`src/rtl/synapse_mem_pkg.sv`:
```
// synapse_mem_pkg: shared FSM states, weight-memory constants and response codes
package synapse_mem_pkg;
  typedef enum logic [1:0] {IDLE, CFG, BURST, DRAIN} fetch_state_t;
  localparam int NUM_SYNAPSES_DEFAULT = 72401;
  localparam int WEIGHT_W = 16;
  localparam logic [1:0] RESP_OKAY = 2'b00;
  localparam logic [1:0] RESP_SLVERR = 2'b10;
endpackage

```
`src/rtl/rr_arbiter.sv`:
```
// rr_arbiter: combinational round-robin pick of the first request at or after ptr
//   req : request vector        ptr : highest-priority index
//   gnt : one-hot grant         idx : granted index      any : some request present
module rr_arbiter #(
  parameter int N = 4,
  parameter int W = 2
) (
  input  logic [N-1:0] req,
  input  logic [W-1:0] ptr,
  output logic [N-1:0] gnt,
  output logic [W-1:0] idx,
  output logic         any
);
  // scan farthest-to-nearest so the nearest requester is the last (winning) write
  always_comb begin
    gnt = '0;
    idx = '0;
    any = 1'b0;
    for (int i = N - 1; i >= 0; i--)
      if (req[(int'(ptr) + i) % N]) begin
        gnt = N'(1) << ((int'(ptr) + i) % N);
        idx = W'((int'(ptr) + i) % N);
        any = 1'b1;
      end
  end
endmodule

```
`src/rtl/synapse_fetch_scheduler.sv`:
```
// synapse_fetch_scheduler: shares the single-port weight RAM between config writes and per-core burst reads
//   cfg_*  : config write request/accept/error
//   req_*  : per-port burst requests (packed, port 0 in LSBs)
//   rsp_*  : tagged weight beats from a 2-entry output buffer
//   mem_*  : RAM enable/write-enable/address/data; mem_rdata arrives one cycle after a read
module synapse_fetch_scheduler
  import synapse_mem_pkg::*;
#(
  parameter int NUM_PORTS    = 4,
  parameter int NUM_SYNAPSES = NUM_SYNAPSES_DEFAULT,
  parameter int ADDR_W       = 17,
  parameter int DATA_W       = WEIGHT_W,
  parameter int LEN_W        = 8,
  parameter int PORT_W       = 2
) (
  input  logic                        clk,
  input  logic                        rst,
  input  logic                        cfg_valid,
  output logic                        cfg_ready,
  input  logic [ADDR_W-1:0]           cfg_addr,
  input  logic [DATA_W-1:0]           cfg_data,
  output logic                        cfg_err,
  input  logic [NUM_PORTS-1:0]        req_valid,
  output logic [NUM_PORTS-1:0]        req_ready,
  input  logic [NUM_PORTS*ADDR_W-1:0] req_base,
  input  logic [NUM_PORTS*LEN_W-1:0]  req_len,
  output logic                        rsp_valid,
  input  logic                        rsp_ready,
  output logic [DATA_W-1:0]           rsp_data,
  output logic [PORT_W-1:0]           rsp_port,
  output logic                        rsp_last,
  output logic                        rsp_err,
  output logic                        mem_en,
  output logic                        mem_we,
  output logic [ADDR_W-1:0]           mem_addr,
  output logic [DATA_W-1:0]           mem_wdata,
  input  logic [DATA_W-1:0]           mem_rdata
);
  localparam logic [ADDR_W:0] NSYN = (ADDR_W + 1)'(NUM_SYNAPSES);
  fetch_state_t state_q, state_d;
  logic [PORT_W-1:0] rr_ptr_q, rr_ptr_d, port_q, port_d, gnt_idx;
  logic [NUM_PORTS-1:0] gnt;
  logic gnt_any;
  logic [ADDR_W-1:0] base_q, base_d;
  logic [LEN_W-1:0] len_q, len_d, idx_q, idx_d, new_len;
  logic inf_v_q, inf_v_d, inf_err_q, inf_err_d, inf_last_q, inf_last_d;
  logic [1:0][DATA_W-1:0] buf_data_q, buf_data_d;
  logic [1:0][PORT_W-1:0] buf_port_q, buf_port_d;
  logic [1:0] buf_last_q, buf_last_d, buf_err_q, buf_err_d;
  logic rd_ptr_q, rd_ptr_d, wr_ptr;
  logic [1:0] cnt_q, cnt_d, cfg_resp;
  logic [ADDR_W:0] rd_addr;
  logic oob, is_last, pop, can_issue, cfg_ok;

  rr_arbiter #(.N(NUM_PORTS), .W(PORT_W)) u_arb (
    .req(req_valid), .ptr(rr_ptr_q), .gnt(gnt), .idx(gnt_idx), .any(gnt_any)
  );

  assign new_len   = req_len[gnt_idx*LEN_W +: LEN_W];
  assign rd_addr   = {1'b0, base_q} + (ADDR_W + 1)'(idx_q);
  assign oob       = rd_addr >= NSYN;
  assign is_last   = idx_q == len_q - LEN_W'(1);
  assign cfg_resp  = {1'b0, cfg_addr} < NSYN ? RESP_OKAY : RESP_SLVERR;
  assign cfg_ok    = cfg_resp == RESP_OKAY;
  assign rsp_valid = cnt_q != 2'd0;
  assign rsp_data  = buf_data_q[rd_ptr_q];
  assign rsp_port  = buf_port_q[rd_ptr_q];
  assign rsp_last  = buf_last_q[rd_ptr_q];
  assign rsp_err   = buf_err_q[rd_ptr_q];
  assign pop       = rsp_valid && rsp_ready;
  assign wr_ptr    = rd_ptr_q ^ cnt_q[0];
  // a slot freed by this cycle's pop is already available to a new issue
  assign can_issue = 3'(cnt_q) + 3'(inf_v_q) - 3'(pop) < 3'd2;

  always_comb begin
    state_d    = state_q;
    rr_ptr_d   = rr_ptr_q;
    port_d     = port_q;
    base_d     = base_q;
    len_d      = len_q;
    idx_d      = idx_q;
    inf_v_d    = 1'b0;
    inf_err_d  = 1'b0;
    inf_last_d = 1'b0;
    req_ready  = '0;
    cfg_ready  = 1'b0;
    cfg_err    = 1'b0;
    mem_en     = 1'b0;
    mem_we     = 1'b0;
    mem_addr   = '0;
    mem_wdata  = '0;
    case (state_q)
      IDLE:
        if (cfg_valid) state_d = CFG;
        else if (gnt_any) begin
          req_ready = gnt;
          port_d    = gnt_idx;
          base_d    = req_base[gnt_idx*ADDR_W +: ADDR_W];
          len_d     = new_len;
          idx_d     = '0;
          rr_ptr_d  = gnt_idx == PORT_W'(NUM_PORTS - 1) ? '0 : gnt_idx + PORT_W'(1);
          state_d   = new_len == '0 ? IDLE : BURST;
        end
      CFG: begin
        cfg_ready = 1'b1;
        cfg_err   = !cfg_ok;
        mem_en    = cfg_ok;
        mem_we    = cfg_ok;
        mem_addr  = cfg_ok ? cfg_addr : '0;
        mem_wdata = cfg_ok ? cfg_data : '0;
        state_d   = IDLE;
      end
      BURST:
        if (can_issue) begin
          // out-of-range beats skip the RAM but ride the in-flight slot to keep order
          mem_en     = !oob;
          mem_addr   = oob ? '0 : rd_addr[ADDR_W-1:0];
          inf_v_d    = 1'b1;
          inf_err_d  = oob;
          inf_last_d = is_last;
          idx_d      = idx_q + LEN_W'(1);
          state_d    = is_last ? DRAIN : BURST;
        end
      DRAIN:
        if (cnt_q == 2'd0 && !inf_v_q) state_d = IDLE;
      default: state_d = IDLE;
    endcase
  end

  always_comb begin
    buf_data_d = buf_data_q;
    buf_port_d = buf_port_q;
    buf_last_d = buf_last_q;
    buf_err_d  = buf_err_q;
    if (inf_v_q) begin
      buf_data_d[wr_ptr] = inf_err_q ? '0 : mem_rdata;
      buf_port_d[wr_ptr] = port_q;
      buf_last_d[wr_ptr] = inf_last_q;
      buf_err_d[wr_ptr]  = inf_err_q;
    end
    rd_ptr_d = rd_ptr_q ^ pop;
    cnt_d    = cnt_q + 2'(inf_v_q) - 2'(pop);
  end

  always_ff @(posedge clk)
    if (rst) begin
      state_q    <= IDLE;
      rr_ptr_q   <= '0;
      port_q     <= '0;
      base_q     <= '0;
      len_q      <= '0;
      idx_q      <= '0;
      inf_v_q    <= 1'b0;
      inf_err_q  <= 1'b0;
      inf_last_q <= 1'b0;
      buf_data_q <= '0;
      buf_port_q <= '0;
      buf_last_q <= '0;
      buf_err_q  <= '0;
      rd_ptr_q   <= 1'b0;
      cnt_q      <= '0;
    end else begin
      state_q    <= state_d;
      rr_ptr_q   <= rr_ptr_d;
      port_q     <= port_d;
      base_q     <= base_d;
      len_q      <= len_d;
      idx_q      <= idx_d;
      inf_v_q    <= inf_v_d;
      inf_err_q  <= inf_err_d;
      inf_last_q <= inf_last_d;
      buf_data_q <= buf_data_d;
      buf_port_q <= buf_port_d;
      buf_last_q <= buf_last_d;
      buf_err_q  <= buf_err_d;
      rd_ptr_q   <= rd_ptr_d;
      cnt_q      <= cnt_d;
    end
endmodule

```
`config.mk`:
```
export PLATFORM = sky130hd
export DESIGN_NAME = synapse_fetch_scheduler
export DESIGN_NICKNAME = d
export VERILOG_FILES = /design/src/rtl/synapse_mem_pkg.sv /design/src/rtl/rr_arbiter.sv /design/src/rtl/synapse_fetch_scheduler.sv
export SDC_FILE = /design/constraint.sdc
export NUM_CORES = 1
export LEC_CHECK = 0
export CORE_MARGIN = 5
export CORE_UTILIZATION = 30
export CTS_CLUSTER_SIZE = 25
export DETAILED_ROUTE_END_ITERATION = 6
export PLACE_DENSITY = 0.57
export SKIP_LAST_GASP = 1
export SYNTH_ARGS = -nofsm -noshare
export SYNTH_HDL_FRONTEND = slang
export SYNTH_SLANG_ARGS = --single-unit
```
`constraint.sdc`:
```
create_clock -name clk -period 4 [get_ports clk]
set_input_delay 0.4 -clock clk [delete_from_list [all_inputs] [get_ports clk]]
set_output_delay 0.4 -clock clk [all_outputs]
set_load 0.02 [all_outputs]
```
# --- Word level (Yosys, flattened, before mapping) ---
# Cells that the tools add are included.
classes:
  n_reduce_logical: 20
  magnitude_cmp: 10
  bitwise_logic: 8
  mul: 1
  eq_ne: 10
  addsub: 11
  n_mux: 70
  shifts: 6
op_table:
  columns: ["operator", "count"]
  rows:
  - ["16-bit 2-to-1 mux", 6]
  - ["1-bit by 32-bit << shifter with 4-bit output (first input constant)", 3]
  - ["68-bit by 8-bit indexed part select with 17-bit output", 1]
  - ["17-bit 2-to-1 mux", 3]
  - ["17-bit case mux with 2 select lines", 1]
  - ["32-bit bitwise mux", 1]
  - ["32-bit by 6-bit indexed part select with 8-bit output", 1]
  - ["2-bit 2-to-1 mux", 14]
  - ["4-bit 2-to-1 mux", 7]
  - ["8-bit 2-to-1 mux", 3]
  - ["1-bit 2-to-1 mux", 22]
  - ["17-bit by 8-bit adder with 18-bit output", 1]
  - ["18-bit by 17-bit greater-or-equal comparator with 1-bit output (second input constant)", 1]
  - ["17-bit less-than comparator (second input constant)", 1]
  - ["16-bit demux with 1-bit select", 1]
  - ["8-bit case mux with 2 select lines", 1]
  - ["3-bit by 4-bit less-than comparator with 1-bit output (second input constant)", 3]
  - ["8-bit by 1-bit adder with 8-bit output (second input constant)", 1]
  - ["1-bit binary-select mux with 2-bit select", 4]
  - ["8-bit == test", 1]
  - ["8-bit zero test", 1]
  - ["2-bit != test (second input constant)", 4]
  - ["2-bit case mux with 4 select lines", 1]
  - ["2-bit OR reduction", 4]
  - ["other kinds (31)", 50]
totals:
  ff_bits: 85
  elab_cells: 153
  input_bits: 157
  out_inout_bits: 62

# --- Longest topological paths before layout ---
depth:
  depth_word: 16
  depth_mapped: 15
  mapped_depth_nobuf: 13

# --- Hierarchy ---
# A second synthesis with hierarchy kept.
unflattened:
  hier_cells: 706
  area_unflattened_um2: 6045.8
by_module_without_submodules:
  columns: ["module", "cells_per_inst", "seq_area_each_um2", "instances", "area_each_um2"]
  rows:
  - ["synapse_fetch_scheduler", 645, 1701.6, 1, 5536.6]
  - ["rr_arbiter", 61, 0.0, 1, 509.2]

# --- Least setup slack after synthesis ---
# No wires, ideal clock.
synth_timing:
  kind: "reg2out"
  startpoint: "reg idx_q[0]"
  endpoint: "out mem_addr[10]"
  stages_incl_launch_ff: 12
  t_arrival_ns: 3.176
  slack_ns: 0.424
  t_required_ns: 3.600
  path_buffers: 1
  path_cell_list: "dfxtp_1 -> ha_1 -> fa_1 -> a211oi_1 -> o21ai_0 -> a41oi_2 -> nor2_1 -> nor4b_1 -> o32a_1 -> o21ai_2 -> buf_2 -> a32o_1"
synth_via:
  elab_chain_cells: 5
synth_rtl:
  columns: ["element", "line", "text"]
  rows:
  - ["from (decl)", "synapse_fetch_scheduler.sv:45", "logic [LEN_W-1:0] len_q, len_d, idx_q, idx_d, new_len;"]
  - ["from (signal assigned)", "synapse_fetch_scheduler.sv:168", "idx_q <= idx_d;"]
  - ["17-bit by 8-bit adder with 18-bit output (*)", "synapse_fetch_scheduler.sv:60", "assign rd_addr = {1'b0, base_q} + (ADDR_W + 1)'(idx_q);"]
  - ["18-bit by 17-bit greater-or-equal comparator with 1-bit output", "synapse_fetch_scheduler.sv:61", "assign oob = rd_addr >= NSYN;"]
  - ["17-bit 2-to-1 mux (*)", "synapse_fetch_scheduler.sv:117", "mem_addr = oob ? '0 : rd_addr[ADDR_W-1:0];"]
  - ["17-bit 2-to-1 mux (*)", "synapse_fetch_scheduler.sv:114", "if (can_issue) begin"]
  - ["17-bit case mux with 2 select lines (*)", "synapse_fetch_scheduler.sv:92", "case (state_q)"]
  - ["to (decl)", "synapse_fetch_scheduler.sv:35", "output logic [ADDR_W-1:0] mem_addr,"]
# Every way passes the cells marked *; elsewhere a longest branch is shown, timed or not.

# --- Final worst setup path ---
layout_timing:
  startpoint: "reg idx_q[0]"
  endpoint: "out mem_addr[6]"
# The elaborated chain is that of the path after synthesis.

==> results.md <==
- Final ANT Viol Nets: 0
- Comb pwr share: 52.7%
- Slew headroom: a little under a third
- Power Total: 4.270 mW
- Via density: around 5.0
- R2r endpoint: state_q[1]
- Worst Path Required: approximately 3.6 ns
- Max VDD drop: approximately 0.23 mV
- Hold Fails Final Rpt: 0
- Cells after synthesis: ~790
- Critical path, cell by cell: ha_4 -> fa_2 -> a211oi_2 -> o21ai_2 -> a41oi_2 -> buf_4 -> mux2_4 -> a311oi_2 -> o32a_4 -> o21ai_4 -> a32o_2 -> clkdlybuf4s15_1
- Critical path's slowest cell: fa_2
- Int Pwr: between 2 and 3 mW
- Total routed wirelength: 19.93 mm
- Clk_skew: 0.008183 ns
- Initial Util: 30.24%
- FP Rows: 52
- Mapped Area: roughly 6100 um2
- Placed Area: 8591 um2
- Setup WS post-layout: -0.01365 ns
- Final hold slack: around 0.49 ns
- # Max-Cap Violations: 0
- CTS root buffer: clkbuf_16
- Sequential share of power: around a quarter
- Avg Cell Area, Syn: 7.701 um2
- Die width: about 150 um
- Power Density: 473.6 nW/um2
- Layout overhead on the synthesized area: 48.74%
- Hold WC Path Type: flop to flop
- Outcome: complete, but fails checks
- H-tree depth: 3
- Worst Tran Pin Value: around 1 ns
- Later-pin clock latency in the skew report: approximately 0.34 ns
- R2R Path Start: rr_ptr_q[0]
- Gr usage total: between 15 and 20%
- Ant diodes: 0
- Max Root-Sink Buffers: 2
- Final Cycle Share: 100.3%
- Design area: between 9000 and 10000 um2
- Placed insts: approximately 1300
- Clock group share of total power: about a fifth
- CP arrival: around 3.6 ns
- Die height: approximately 150 um
- Pre-Repair DR Iteration Count: 5
- Register area share after synthesis: between 20% and 30%
- CTS tree: built
- Unrepaired setup endpoints after global routing: yes
- Share of layout cells above drive strength 1: around an eighth
- Post-DP HPWL: roughly 15 mm
- Highest clock rate: 0.2492 GHz
- Layout Cells excl Fill: around 1300
- Total die area: about 23000 um2
- CTS sink count: 85
- Vias: about 6300
- Routed length per instance: between 15 and 20 um
- Reg2reg path depth: 11
- Worst hold stages: 2
- Total CTS buffers: 9
- Port buffer count: roughly 220
- DRC errors left: 0
- Worst Hold Endpoint: buf_data_q[24]
- Final net count: 1188
- DP Worst Slack: -0.1565 ns
- Vias in the first global route: roughly 6000
- Setup violators final: 1
- Cell variety after synth: between 50 and 60
- CP Buf/Inv Count: 2
- Slowest stage delay, CP: between 0.3 and 0.4 ns
- Core area: around 20000 um2
- Gpl congestion: 0.8135
- Clk slew on worst S/H paths: roughly 0.070 ns
- Hold path startpoint: buf_data_q[24]
- CP max FO: 6
- First-pass GRT wire length: 31.57 mm
- R2R setup slack: 0.56 ns
- Prevailing post-synth register cell: dfxtp_1
- Critical path class: flop to output pin
- Final Max Slew Viols: 0
- Critical Path Start Type: flop
- Total gr overflow: 0
- Min Tclk post-route: 4.014 ns
- FF+latch count, synth: 85
- Yosys warnings: 0
- Async SR Flop Fraction: 0%
- Syn Nets: 971
- Switching pwr: between 1.5 and 2 mW
- Iteration-0 DRC Markers: approximately 320
- Sw Share: between 40% and 50%
- Post-synth EDFFs: 0
- Top cell family by delay on the critical path: compound AO/OA/AOI/OAI gates
- Antenna violations before repair: 0
- Failing checks: setup timing
- I/O Pins: 219
- P_leak: 3.685 nW
- Largest net degree at the start of global routing: 54
- Setup crit end kind: output pin
-- what timing repair did --
action | CTS | global route
hold buffers | 0 | 0
setup buffers | 3 | 8
setup endpoints to repair | 18 | 18
pin swaps | 4 | 6
resized for setup | 36 | 48
cloned | 0 | 2
-- synthesized netlist by cell type, drive strengths merged, types with 4 or more instances --
cell type | count | area (um2)
nor3 | 6 | 30.03
dfxtp | 85 | 1702
a32o | 16 | 160.2
or2 | 6 | 37.54
buf | 12 | 57.56
xor2 | 17 | 148.9
and3 | 41 | 256.5
mux2i | 32 | 320.3
nor2 | 108 | 405.4
nor4b | 4 | 35.03
o21ai | 19 | 110.1
nand4 | 4 | 25.02
or3 | 4 | 25.02
o41ai | 5 | 51.30
a311oi | 22 | 192.7
ha | 25 | 312.8
nor3b | 32 | 240.2
a21oi | 69 | 345.3
inv | 17 | 66.32
nor4 | 4 | 25.02
a31oi | 5 | 31.28
mux2 | 22 | 247.7
a22oi | 6 | 45.04
clkbuf | 45 | 168.9
xnor2 | 17 | 148.9
nand2 | 114 | 427.9
nand3 | 9 | 45.04
-- power groups by stage --
stage	clock [mW]	sequential (mW)	combinational, mW
final	0.886	1.13	2.25
after global placement	0	1.14	2.20
after detailed placement	0	1.14	2.21
after global routing	0.933	1.15	2.50
after floorplan	0	1.10	1.49
after CTS	0.905	1.13	2.21
-- per-stage QoR --
step,setup TNS [ns],utilization [%]
after floorplan,0,-
after global placement,-1.489,42.87
after detailed placement,-2.231,42.87
after CTS,0,44.62
after global routing,-0.2999,44.99
final,-0.01365,44.99
-- layer usage --
metal / track usage, % / part of all wire (%)
met1: 22.02 / 48
met2: 25.99 / 45
met3: 2.982 / 5.1
met4: 4.452 / 1.3
met5: 0 / 0
-- worst min-delay path, cell delays in order (launching register included) --
cell,delay [ns]
dfxtp_1,0.33
a21oi_1,0.06
nor2_1,0.07
-- sequential cells by signal, indices dropped and copies added, names as in the netlist --
signal	count
buf_err_q	2
idx_q	8
buf_data_q	32
rr_ptr_q	2
inf_err_q	1
buf_port_q	4
len_q	8
inf_v_q	1
port_q	2
state_q	2
cnt_q	2
inf_last_q	1
buf_last_q	2
base_q	17
rd_ptr_q	1
-- kinds of logic (layout without fill, tap and decap cells) --
kind of cell    Yosys count  count (layout)  synth area share (%)
simple gates            346             346                 27.21
compound gates          164             165                 18.66
flops                    85              85                 28.08
buf+inv                  74             295                 4.831
mux                      57              57                 10.49
xor+xnor                 34              34                 4.913
fa+ha+maj                27              27                 5.822
-- cells in the final DEF, fill, tap and decap left out, drive strengths merged, types with 3 or more instances in the layout --
cell type      instances
or3                    4
a311oi                22
buf                   52
and3                  41
clkbuf                20
nor3b                 32
a32o                  16
nor4b                  4
nor3                   6
a21oi                 69
clkdlybuf4s50        199
dfxtp                 85
o41ai                  5
nor2b                  3
ha                    25
and2                   3
o21ai                 20
xnor2                 17
a22oi                  6
nor2                 108
mux2i                 32
nand4                  4
or2                    6
nand2b                 3
xor2                  17
inv                   20
nand2                114
mux2                  22
a31oi                  5
a211oi                 3
nor4                   4
mux4                   3
nand3                  9
-- area by class of cell --
class	instances	area, um2
fillers	2076	11020
multi-input cells	629	4151
repair buffers	262	2439
flip-flops and latches	85	1704
well taps	270	337.8
clock buffers	10	239.0
clock inverters	6	77.57
inverters	17	66.31
-- worst max-delay path by stage --
stage | from | endpoint | slack [ns] | cells after the start
6_report | idx_q[0] | mem_addr[6] | -0.01 | 12
5_1_grt | base_q[0] | mem_addr[6] | -0.07 | 12
4_1_cts | base_q[0] | mem_addr[12] | 0.002 | 13
3_5_place_dp | base_q[0] | mem_addr[3] | -0.16 | 11
3_3_place_gp | base_q[0] | mem_addr[2] | -0.11 | 11
2_1_floorplan | idx_q[0] | mem_addr[10] | 0.42 | 11
Note: power is estimated with default switching activity, not from simulation.
